==> src/rtl/alu_muldiv_sequencer.sv <==
// Iterative multiply / unsigned divide sequencer that borrows the execute-stage
// ALU for every add, subtract and compare it needs. Multiply is 32 shift-add
// steps; divide is 32 compare/subtract bit pairs (64 cycles, restoring).
module alu_muldiv_sequencer #(
    parameter int unsigned WIDTH = 32
) (
    input  logic             clk,
    input  logic             rst,
    input  logic             start,
    input  logic             op,
    input  logic [WIDTH-1:0] op_a,
    input  logic [WIDTH-1:0] op_b,
    output logic             busy,
    output logic             done,
    output logic             div0,
    output logic [WIDTH-1:0] result_lo,
    output logic [WIDTH-1:0] result_hi,
    output logic [WIDTH-1:0] alu_a,
    output logic [WIDTH-1:0] alu_b,
    output logic [2:0]       alu_f,
    input  logic [WIDTH-1:0] alu_s
);

    localparam int unsigned CNT_W = 5;
    localparam logic [CNT_W-1:0] CNT_LAST = CNT_W'(WIDTH - 1);

    localparam logic [2:0] F_NONE = 3'b000;
    localparam logic [2:0] F_ADD  = 3'b010;
    localparam logic [2:0] F_SUB  = 3'b110;
    localparam logic [2:0] F_SLTU = 3'b111;

    typedef enum logic [2:0] {
        S_IDLE = 3'd0,
        S_MUL  = 3'd1,
        S_DCMP = 3'd2,
        S_DSUB = 3'd3,
        S_DONE = 3'd4
    } state_e;

    state_e state_q, state_d;

    // acc_q is the product accumulator for multiply and the remainder for divide.
    // b_q is the (shifting) multiplicand or the fixed divisor.
    // q_q is the (shifting) multiplier or the dividend/quotient register.
    logic [WIDTH-1:0] acc_q, acc_d;
    logic [WIDTH-1:0] b_q,   b_d;
    logic [WIDTH-1:0] q_q,   q_d;
    logic [CNT_W-1:0] cnt_q, cnt_d;
    logic             ge_q,  ge_d;

    logic [WIDTH-1:0] result_lo_q, result_lo_d;
    logic [WIDTH-1:0] result_hi_q, result_hi_d;
    logic             div0_q,      div0_d;
    logic             busy_q,      busy_d;
    logic             done_q,      done_d;
    logic [WIDTH-1:0] alu_a_q,     alu_a_d;
    logic [WIDTH-1:0] alu_b_q,     alu_b_d;
    logic [2:0]       alu_f_q,     alu_f_d;

    logic             last_step;
    logic [WIDTH-1:0] sh;

    assign last_step = (cnt_q == CNT_LAST);
    // Partial remainder shifted left with the next dividend bit brought in.
    assign sh        = {acc_q[WIDTH-2:0], q_q[WIDTH-1]};

    // State register.
    always_ff @(posedge clk) begin
        if (rst) begin
            state_q <= S_IDLE;
        end else begin
            state_q <= state_d;
        end
    end

    // Next-state logic.
    always_comb begin
        state_d = state_q;
        case (state_q)
            S_IDLE: begin
                if (start) begin
                    if (!op) begin
                        state_d = S_MUL;
                    end else if (op_b == '0) begin
                        state_d = S_DONE;
                    end else begin
                        state_d = S_DCMP;
                    end
                end
            end
            S_MUL:   state_d = last_step ? S_DONE : S_MUL;
            S_DCMP:  state_d = S_DSUB;
            S_DSUB:  state_d = last_step ? S_DONE : S_DCMP;
            S_DONE:  state_d = S_IDLE;
            default: state_d = S_IDLE;
        endcase
    end

    // Datapath and result next values; every arithmetic step is taken from alu_s.
    always_comb begin
        acc_d       = acc_q;
        b_d         = b_q;
        q_d         = q_q;
        cnt_d       = cnt_q;
        ge_d        = ge_q;
        result_lo_d = result_lo_q;
        result_hi_d = result_hi_q;
        div0_d      = div0_q;
        case (state_q)
            S_IDLE: begin
                if (start) begin
                    acc_d  = '0;
                    cnt_d  = '0;
                    ge_d   = 1'b0;
                    div0_d = 1'b0;
                    if (op) begin
                        q_d = op_a;
                        b_d = op_b;
                        if (op_b == '0) begin
                            result_lo_d = '1;
                            result_hi_d = op_a;
                            div0_d      = 1'b1;
                        end
                    end else begin
                        b_d = op_a;
                        q_d = op_b;
                    end
                end
            end
            S_MUL: begin
                acc_d = alu_s;
                b_d   = b_q << 1;
                q_d   = q_q >> 1;
                cnt_d = cnt_q + 1'b1;
                if (last_step) begin
                    result_lo_d = alu_s;
                    result_hi_d = '0;
                end
            end
            S_DCMP: begin
                // A set carry means the shifted remainder exceeds 32 bits, so it
                // is certainly >= divisor; otherwise trust the unsigned compare.
                acc_d = sh;
                q_d   = q_q << 1;
                ge_d  = acc_q[WIDTH-1] | ~alu_s[0];
            end
            S_DSUB: begin
                if (ge_q) begin
                    acc_d = alu_s;
                    q_d   = {q_q[WIDTH-1:1], 1'b1};
                end else begin
                    q_d   = {q_q[WIDTH-1:1], 1'b0};
                end
                cnt_d = cnt_q + 1'b1;
                if (last_step) begin
                    result_lo_d = q_d;
                    result_hi_d = acc_d;
                end
            end
            default: ;
        endcase
    end

    // Output next values, looked ahead from the next state so the registered
    // ALU operands line up with the cycle that consumes alu_s.
    always_comb begin
        busy_d  = 1'b0;
        done_d  = 1'b0;
        alu_a_d = '0;
        alu_b_d = '0;
        alu_f_d = F_NONE;
        case (state_d)
            S_MUL: begin
                busy_d  = 1'b1;
                alu_a_d = acc_d;
                alu_b_d = q_d[0] ? b_d : '0;
                alu_f_d = F_ADD;
            end
            S_DCMP: begin
                busy_d  = 1'b1;
                alu_a_d = {acc_d[WIDTH-2:0], q_d[WIDTH-1]};
                alu_b_d = b_d;
                alu_f_d = F_SLTU;
            end
            S_DSUB: begin
                busy_d  = 1'b1;
                alu_a_d = acc_d;
                alu_b_d = b_d;
                alu_f_d = F_SUB;
            end
            S_DONE:  done_d = 1'b1;
            default: ;
        endcase
    end

    // Datapath and output registers.
    always_ff @(posedge clk) begin
        if (rst) begin
            acc_q       <= '0;
            b_q         <= '0;
            q_q         <= '0;
            cnt_q       <= '0;
            ge_q        <= 1'b0;
            result_lo_q <= '0;
            result_hi_q <= '0;
            div0_q      <= 1'b0;
            busy_q      <= 1'b0;
            done_q      <= 1'b0;
            alu_a_q     <= '0;
            alu_b_q     <= '0;
            alu_f_q     <= F_NONE;
        end else begin
            acc_q       <= acc_d;
            b_q         <= b_d;
            q_q         <= q_d;
            cnt_q       <= cnt_d;
            ge_q        <= ge_d;
            result_lo_q <= result_lo_d;
            result_hi_q <= result_hi_d;
            div0_q      <= div0_d;
            busy_q      <= busy_d;
            done_q      <= done_d;
            alu_a_q     <= alu_a_d;
            alu_b_q     <= alu_b_d;
            alu_f_q     <= alu_f_d;
        end
    end

    assign busy      = busy_q;
    assign done      = done_q;
    assign div0      = div0_q;
    assign result_lo = result_lo_q;
    assign result_hi = result_hi_q;
    assign alu_a     = alu_a_q;
    assign alu_b     = alu_b_q;
    assign alu_f     = alu_f_q;

endmodule

==> config.mk <==
export PLATFORM = sky130hd
export DESIGN_NAME = alu_muldiv_sequencer
export DESIGN_NICKNAME = d
export VERILOG_FILES = /design/src/rtl/alu_muldiv_sequencer.sv
export SDC_FILE = /design/constraint.sdc
export NUM_CORES = 1
export LEC_CHECK = 0
export BUFFER_PORTS_ARGS = -buffer_cell sky130_fd_sc_hd__buf_4
export CORE_UTILIZATION = 35
export CTS_BUF_LIST = sky130_fd_sc_hd__clkbuf_4 sky130_fd_sc_hd__clkbuf_8
export CTS_CLUSTER_DIAMETER = 40
export CTS_CLUSTER_SIZE = 24
export DETAILED_ROUTE_END_ITERATION = 6
export PLACE_DENSITY = 0.67
export SYNTH_ARGS = -nofsm -noshare
export SYNTH_HDL_FRONTEND = slang
export SYNTH_SLANG_ARGS = --single-unit
==> constraint.sdc <==
create_clock -name clk -period 3.2 [get_ports clk]
set_input_delay 0.32 -clock clk [delete_from_list [all_inputs] [get_ports clk]]
set_output_delay 0.32 -clock clk [all_outputs]
set_load 0.005 [all_outputs]
-- Yosys cells after proc, flatten, opt, wreduce, memory -nomap -nowiden
Index checks and enable logic that the tools add are counted.
- bits in registers: 239
- bits of input ports: 100
- output and inout bits: 134
- logic and storage cells: 86
- add/sub/neg operators: 1
- equal/unequal tests: 13
- muxes and demuxes: 40
- bitwise operators: 2
- reduce and logical (&&, ||, !) cells: 15
- operators by type and width (kind ; count):
    $mux 32 ; 17
    $pmux 32 s4 ; 2
    $pmux 32 s2 ; 3
    $pmux 32 s3 ; 2
    $logic_not 32->1 ; 1
    $mux 3 ; 5
    $eq 3x2->1 const B ; 4
    $pmux 3 s4 ; 1
    $ne 2x2->1 const B ; 5
    $pmux 5 s2 ; 1
    $pmux 3 s3 ; 1
    $reduce_and 2->1 ; 4
    $eq 3x1->1 const B ; 2
    $mux 1 ; 6
    $reduce_and 6->1 ; 1
    $reduce_or 2->1 ; 3
    $add 5x1->5 const B ; 1
    $eq 5x5->1 const B ; 1
    $mux 5 ; 1
    $reduce_bool 2->1 ; 2
    $reduce_bool 4->1 ; 1
    $eq 3x3->1 const B ; 1
    $logic_not 3->1 ; 1
    $reduce_bool 3->1 ; 1
    4 further kinds ; 4

-- Depth between registers and ports, before layout
Gate-level depths: netlist (run 1).
- depth in word-level cells: 8
- depth in mapped cells: 9
- mapped depth without buffers: 7

-- Worst setup path after synthesis (run 1)
No wires, ideal clock.
- path kind: reg-to-reg
- from: register cnt_q[0]
- to: register alu_a_q[1] (netlist: alu_a[1])
- setup time: 0.132 ns
- arrival time: 2.170 ns
- required time: 3.068 ns
- path slack: 0.898 ns
- stages on the path, launching flop included: 10
- buffers on the path: 2
- clock period less this slack: 2.302 ns
- cell sequence: dfxtp_1 ha_1 and3_1 ha_1 or2_2 a221oi_1 o21a_1 buf_2 buf_4 o22ai_1
- longest elaborated chain between the ends: 6
- elaborated cells on any way between the ends: 9
- classes of those cells: 4 x eq/ne; 4 x mux; 1 x reduce/logical
- RTL lines (what ; RTL line ; source):
    start, declared ; 48 ; logic [CNT_W-1:0] cnt_q, cnt_d;
    start signal, assigned ; 216 ; cnt_q <= cnt_d;
    $eq 5x5->1 (*) ; 63 ; assign last_step = (cnt_q == CNT_LAST);
    $mux 3, on equally long branches ; 91, 93 ;
    $pmux 3 s4 (*) ; 79 ; case (state_q)
    $eq 3x2->1 / $eq 3x1->1 (equally long branches) ; 172 ; case (state_d)
    $reduce_or 2->1 (no line) ; n/a ;
    $pmux 32 s2 (*) ; 172 ;
    end signal, assigned ; 223 ; alu_a_q <= alu_a_d;
    end, declared ; 56 ; logic [WIDTH-1:0] alu_a_q, alu_a_d;
Mark *: on every way between the ends. The rest lies on a longest branch, timed or not.
A chain may end at the register's enable or synchronous reset.

-- Worst setup path after layout (run 1)
- from: register cnt_q[0]
- to: register result_hi_q[1] (netlist: result_hi[1])
- longest elaborated chain between the ends: 3
- elaborated cells on any way between the ends: 4
- classes of those cells: 3 x eq/ne; 1 x reduce/logical
- RTL lines (what ; RTL line ; source):
    $eq 5x5->1 (*) ; 63 ;
    $ne 2x2->1 (no line) ; n/a ;
    $reduce_and 6->1 (no line) (*) ; n/a ;
    end signal, assigned ; 219 ; result_hi_q <= result_hi_d;
    end, declared ; 52 ; logic [WIDTH-1:0] result_hi_q, result_hi_d;
Marks and branches as above.

==> flow_metrics.tcl, run 1 <==
set metrics [dict create \
    synthToLayoutAreaGrowth_pct 26.9 \
    grt_pass1_vias 9387 \
    area_of_all_placed_cells_without_fillers_um2 13700 \
    dr_total_vias 9981 \
    floorplan.rows 63 \
    final-instance-count-excl-fill 1765 \
    worst_setup_slack_after_placement_ns 0.567 \
    max_cap_viol_count 0 \
    crit_path_time_final_ns 2.66 \
    die_area_um2 31500 \
    peakVddDrop_mv 0.250 \
    finClkSkew_ns 0.0330 \
    layout_cells_sized_above_1_pct 29.4 \
    grt.overflow.total 0 \
    layout.cells.most_common_list "buf_4 (261), dfxtp_1 (236), nand2_1 (143)" \
    total_inserted_antenna_cells 0 \
    detail_route.wl_per_cell_um 21.4 \
    critical_path_class "register to register" \
    postSynthRegisterBits 238 \
    maxSlewHeadroom_pct 17.7 \
    synth-edff-count 0 \
    postLayoutSetupSlackWorst_ns 0.543 \
    layout.filler_cells 2895 \
    avgViaCountPerCell 5.65 \
    syn-mean-instance-area_um2 9.33 \
    route.final.wire_length_um 37700 \
    pin_count_of_the_biggest_net_entering_global_routing 62 \
    syn_nets 1257 \
    netlist_instances 1155 \
    ctsHoldBuffers 0 \
    setup-tns-final_ns 0 \
    drc 0 \
    synth_flop_cell "dfxtp_1" \
    highest_layer "met5" \
    iteration_0_drc_count_of_the_detailed_router 1223 \
    yosysWarnings 0 \
    tritoncts_num_sinks 238 \
    port_buffers 233 \
    placed_instance_area_um2 12800 \
    fin_crit_share_pct 83.0 \
    setup.reg_to_reg.worst_slack_ns 0.54 \
    critical_path_peak_fanout 43 \
    cts_tree "built" \
    cp_data_arrival_time_ns 3.05 \
    cp_data_required_time_ns 3.59 \
    cts_made_buffers 35 \
    p_per_area_nw_per_um2 536 \
    grt_pass1_wl_um 56000 \
    cts.htree.levels 2 \
    setup_viol 0 \
    holdCritPathClass "input port to register" \
    final-max-slew-violation-count 0 \
    postSynth.asyncResetShare_pct 0 \
    clock_latency_ns 0.55 \
    globalplace.congestion 0.881 \
    wl_met3_um 3650 \
    met2RoutedLength_um 16300 \
    top_cell_type_by_total_area_after_synthesis "dfxtp_1" \
    drt_pass1_iterations 7 \
    leakage_power_uw 0.00565 \
    fin_nets 1453 \
    die_w_um 177 \
    detailed_place_hpwl_um 27200 \
    antenna_found_initial 1 \
    netlist.area_leader.share_pct 44.2 \
    netlist_area_um2 10800 \
    io_pins 234 \
    achievable-frequency_mhz 376 \
    hold-path-cell-count 3 \
    final_common_cell "buf_4" \
    ys_seq_area_share_pct 44.2 \
    synth_top_cells_by_area "dfxtp_1 (44%), mux2i_1 (8.8%), nand2_1 (5.0%)" \
    grt_util_all_layers_pct 23.1 \
    cts-resized-gates 0 \
    effective_utilization_at_floorplan_pct 36.0 \
    finalHoldViolations 0 \
    worst_pin_slew_ns 1.23 \
    floorplan.die.height_um 177 \
    postCtsSetupRepairBufs 0 \
    number_of_different_library_cells_in_the_post_synthesis_netlist 48 \
    critPathLaunchType "register" \
    cts.reportedPaths.clkPinSlew_ns 0.07 \
    cts_root_buf "clkbuf_8" \
    core_area_um2 30000 \
    wl_met1_um 16700 \
    dp.cells 1704 \
    rr_worst_depth 8 \
    rsz0062_at_grt "no" \
    clockBufferDepth 3 \
    antenna_violating_nets_post_route 0 \
    setup_crit_end_kind "register" \
    outcome "complete, no violations" \
]
[sequential cells by signal (all words and copies together) (netlist names)]
signal     cells
acc_q         32
alu_a         32
alu_b         32
alu_f          3
b_q           32
cnt_q          5
div0           1
done           1
ge_q           1
q_q           32
result_hi     32
result_lo     32
state_q        3
[routing by layer]
metal,up-vias,track usage (%)
met5,-,0
met4,2,8.12
met3,65,5.03
met2,514,33.6
met1,4743,33.3
li1,4657,-
[critical path: stages, from the launching register on]
cell     delay [ns]
dfxtp_1        0.34
ha_1           0.22
and3_1         0.19
ha_1           0.20
nand2_1        0.19
o32a_2         0.67
buf_12         0.38
mux2i_1        0.23
nor2_1         0.06
[where the power goes]
part | switching [µW] | leakage, µW | internal, µW
registers | 139 | 0.00193 | 3110
logic | 676 | 0.00330 | 462
clock network | 1330 | 0.000425 | 1610
total | 2140 | 0.00565 | 5180
[cell usage after synthesis, drive strengths merged, types with 2 or more instances]
master   instances
a22oi           22
dfxtp          238
nand3            3
buf             32
a222oi          33
nand2          143
ha               2
a221oi          55
a21oi           13
mux2            35
nor2            91
nand4            3
a211oi           2
clkbuf          73
a32o             3
xor2             2
nand2b           5
inv             53
a32oi            3
o22ai           16
nor3            30
and2            14
nor4             8
a22o            56
or2              2
a31oi           30
a221o            3
mux2i           95
nor2b           14
o2bb2ai         19
o21ai           46
[worst paths after layout]
check	startpoint	endpoint
worst max-delay path	cnt_q[0]$_SDFFE_PP0P_	result_hi[1]$_SDFFE_PP0P_
worst min-delay path	op_a[17]	q_q[17]$_SDFFE_PP0P_
worst min register to register	result_lo[26]$_SDFFE_PP0P_	result_lo[26]$_SDFFE_PP0P_
worst max register to register	cnt_q[0]$_SDFFE_PP0P_	result_hi[1]$_SDFFE_PP0P_
[cell families after synthesis]
group | Yosys count | synth area share, %
and+or+nand+nor | 317 | 12.8
AOI/OAI and AO/OA | 307 | 23.9
DFF | 238 | 44.2
buffers and inverters | 158 | 6.18
muxes | 130 | 12.5
xor gates and xnor gates | 3 | 0.244
adders and majority gates | 2 | 0.232
[area by class of cell]
class / count / area (µm²) / area share [%]
multi-input combinational: 759 / 5370 / 39.3
sequential: 238 / 4770 / 34.9
timing repair buffer: 264 / 2010 / 14.7
clock buffer: 45 / 607 / 4.44
tap: 390 / 488 / 3.57
clock inverter: 16 / 233 / 1.70
inverter: 53 / 199 / 1.45
[per-stage QoR]
step                      power [µW]  hold slack, ns  util [%]
after floorplan                 3930           0.430         -
after global placement          4410           0.451      42.8
after detailed placement        4420           0.453      42.8
after CTS                       7340          0.0396      45.6
after global routing            7600          0.0599      45.6
final                           7320          0.0609      45.6
Note: power is estimated with default switching activity, not from simulation.
==> inputs of run 2 (changes only) <==
==> constraint.sdc (replaced) <==
create_clock -name clk -period 2.5 [get_ports clk]
set_input_delay 0.25 -clock clk [delete_from_list [all_inputs] [get_ports clk]]
set_output_delay 0.25 -clock clk [all_outputs]
set_load 0.005 [all_outputs]
==> flow_metrics.tcl, run 2 (synthesis gave the netlist of run 1 again) <==
set metrics [dict create \
    final_common_cell "buf_4" \
    io_pins 234 \
    detail_route.wl_per_cell_um 20.9 \
    setup_viol 0 \
    postLayoutSetupSlackWorst_ns 0.134 \
    area_of_all_placed_cells_without_fillers_um2 14100 \
    cts.reportedPaths.clkPinSlew_ns 0.09 \
    placed_instance_area_um2 12900 \
    setup-tns-final_ns 0 \
    critical_path_class "register to register" \
    antenna_violating_nets_post_route 0 \
    clock_latency_ns 0.54 \
    route.final.wire_length_um 37900 \
    crit_path_time_final_ns 2.37 \
    cp_data_arrival_time_ns 2.82 \
    final-instance-count-excl-fill 1807 \
    layout_cells_sized_above_1_pct 29.5 \
    critical-path-top-cell-by-count "ha_1" \
    core_area_um2 30000 \
    dr_total_vias 10200 \
    rsz0062_at_grt "no" \
    fin_crit_share_pct 94.7 \
    cts_root_buf "clkbuf_8" \
    setup_crit_end_kind "register" \
    layout.cells.most_common_list "buf_4 (268), dfxtp_1 (236), nand2_1 (143)" \
    final-max-slew-violation-count 0 \
    grt_pass1_vias 9809 \
    synthToLayoutAreaGrowth_pct 30.5 \
    fin_nets 1492 \
    effective_utilization_at_floorplan_pct 36.0 \
    iteration_0_drc_count_of_the_detailed_router 1337 \
    grt_util_all_layers_pct 23.5 \
    antenna_found_initial 1 \
    p_per_area_nw_per_um2 665 \
    grt.overflow.total 0 \
    holdCritPathClass "input port to register" \
    port_buffers 233 \
    outcome "complete, no violations" \
    crit_path_max_incr_delay_ns 0.41 \
    clockBufferDepth 3 \
    die_w_um 177 \
    floorplan.rows 63 \
    finClkSkew_ns 0.0239 \
    achievable-frequency_mhz 423 \
    setup.reg_to_reg.worst_slack_ns 0.13 \
    die_area_um2 31500 \
    critical_path_peak_fanout 21 \
    drc 0 \
    finalHoldViolations 0 \
    cts_tree "built" \
    tritoncts_num_sinks 238 \
    cts.htree.levels 2 \
    detailed_place_hpwl_um 27400 \
    critPathLaunchType "register" \
    crit_path_top_delay_cell "a221o_1" \
    grt_pass1_wl_um 57000 \
    leakage_power_uw 0.00582 \
    cts_made_buffers 35 \
    dp.cells 1711 \
    floorplan.die.height_um 177 \
    critical_path.cell_chain "ha_1 > and3_1 > ha_1 > or2_2 > a221o_1 > o211a_1 > buf_4 > nor3_1" \
    globalplace.congestion 0.889 \
    pin_count_of_the_biggest_net_entering_global_routing 124 \
    maxSlewHeadroom_pct 21.1 \
    cp_data_required_time_ns 2.96 \
    avgViaCountPerCell 5.62 \
    worst_pin_slew_ns 1.18 \
    max_cap_viol_count 0 \
    peakVddDrop_mv 0.275 \
    worst_setup_slack_after_placement_ns 0.0515 \
    drt_pass1_iterations 6 \
]
==> run 2: cell count changes in the layout (fill, tap and decap cells not counted), sizes merged <==
cell         change
clkinv           +4
clkbuf           -6
buf              +9
dlygate4sd3     +30
diode            +1
inv              +4
==> run 2: per-stage QoR <==
stage / utilization [%] / hold WS (ns) / power (µW)
after floorplan: - / 0.360 / 5030
after global placement: 43.1 / 0.452 / 5660
after detailed placement: 43.1 / 0.457 / 5670
after CTS: 46.9 / 0.00434 / 9380
after global routing: 46.9 / 0.0187 / 9720
final: 46.9 / 0.0401 / 9350
==> run 2: per-layer routing <==
metal | track usage, % | up-vias | routed length [µm]
li1 | - | 4738 | -
met1 | 33.0 | 4760 | 16600
met2 | 34.6 | 564 | 16200
met3 | 5.18 | 91 | 3740
met4 | 9.19 | 0 | 1260
met5 | 0 | - | 0
==> run 2: path summary, 6_finish.rpt <==
path / startpoint / to / cells after the start
hold reg to reg: result_lo[28]$_SDFFE_PP0P_ / result_lo[28]$_SDFFE_PP0P_ / 2
hold / removal: alu_s[31] / acc_q[31]$_SDFF_PP0_ / 2
setup reg to reg: cnt_q[0]$_SDFFE_PP0P_ / alu_b[19]$_SDFF_PP0_ / 8
setup / recovery: cnt_q[0]$_SDFFE_PP0P_ / alu_b[19]$_SDFF_PP0_ / 8
==> run 2: what timing repair did <==
item                                   4_1_cts  5_1_grt
resized for setup                            0        3
setup endpoints to repair                    0       28
endpoints found under the hold margin       32        0
hold buffers                                30        0
setup buffers                                0        2
==> run 2: cell type report <==
class | instances | area (µm²)
Clock inverter | 24 | 298
Clock buffer | 39 | 524
Multi-Input combinational cell | 759 | 5380
Sequential cell | 238 | 4770
Timing Repair Buffer | 303 | 2400
Antenna cell | 1 | 2.50
Tap cell | 390 | 488
Inverter | 53 | 203
Fill cell | 2893 | 15900
==> run 2: power breakdown <==
part | leakage, µW | internal (µW) | switching [µW]
Clock | 0.000421 | 1930 | 1740
Combinational | 0.00347 | 641 | 905
Sequential | 0.00193 | 3970 | 157
==> run 2: critical path, delay by kind of cell, from the launching register on <==
kind	cells	cell delay (ns)
buf+inv	1	0.21
flops	1	0.34
simple gates	3	0.69
fa+ha+maj	2	0.39
compound gates	2	0.65
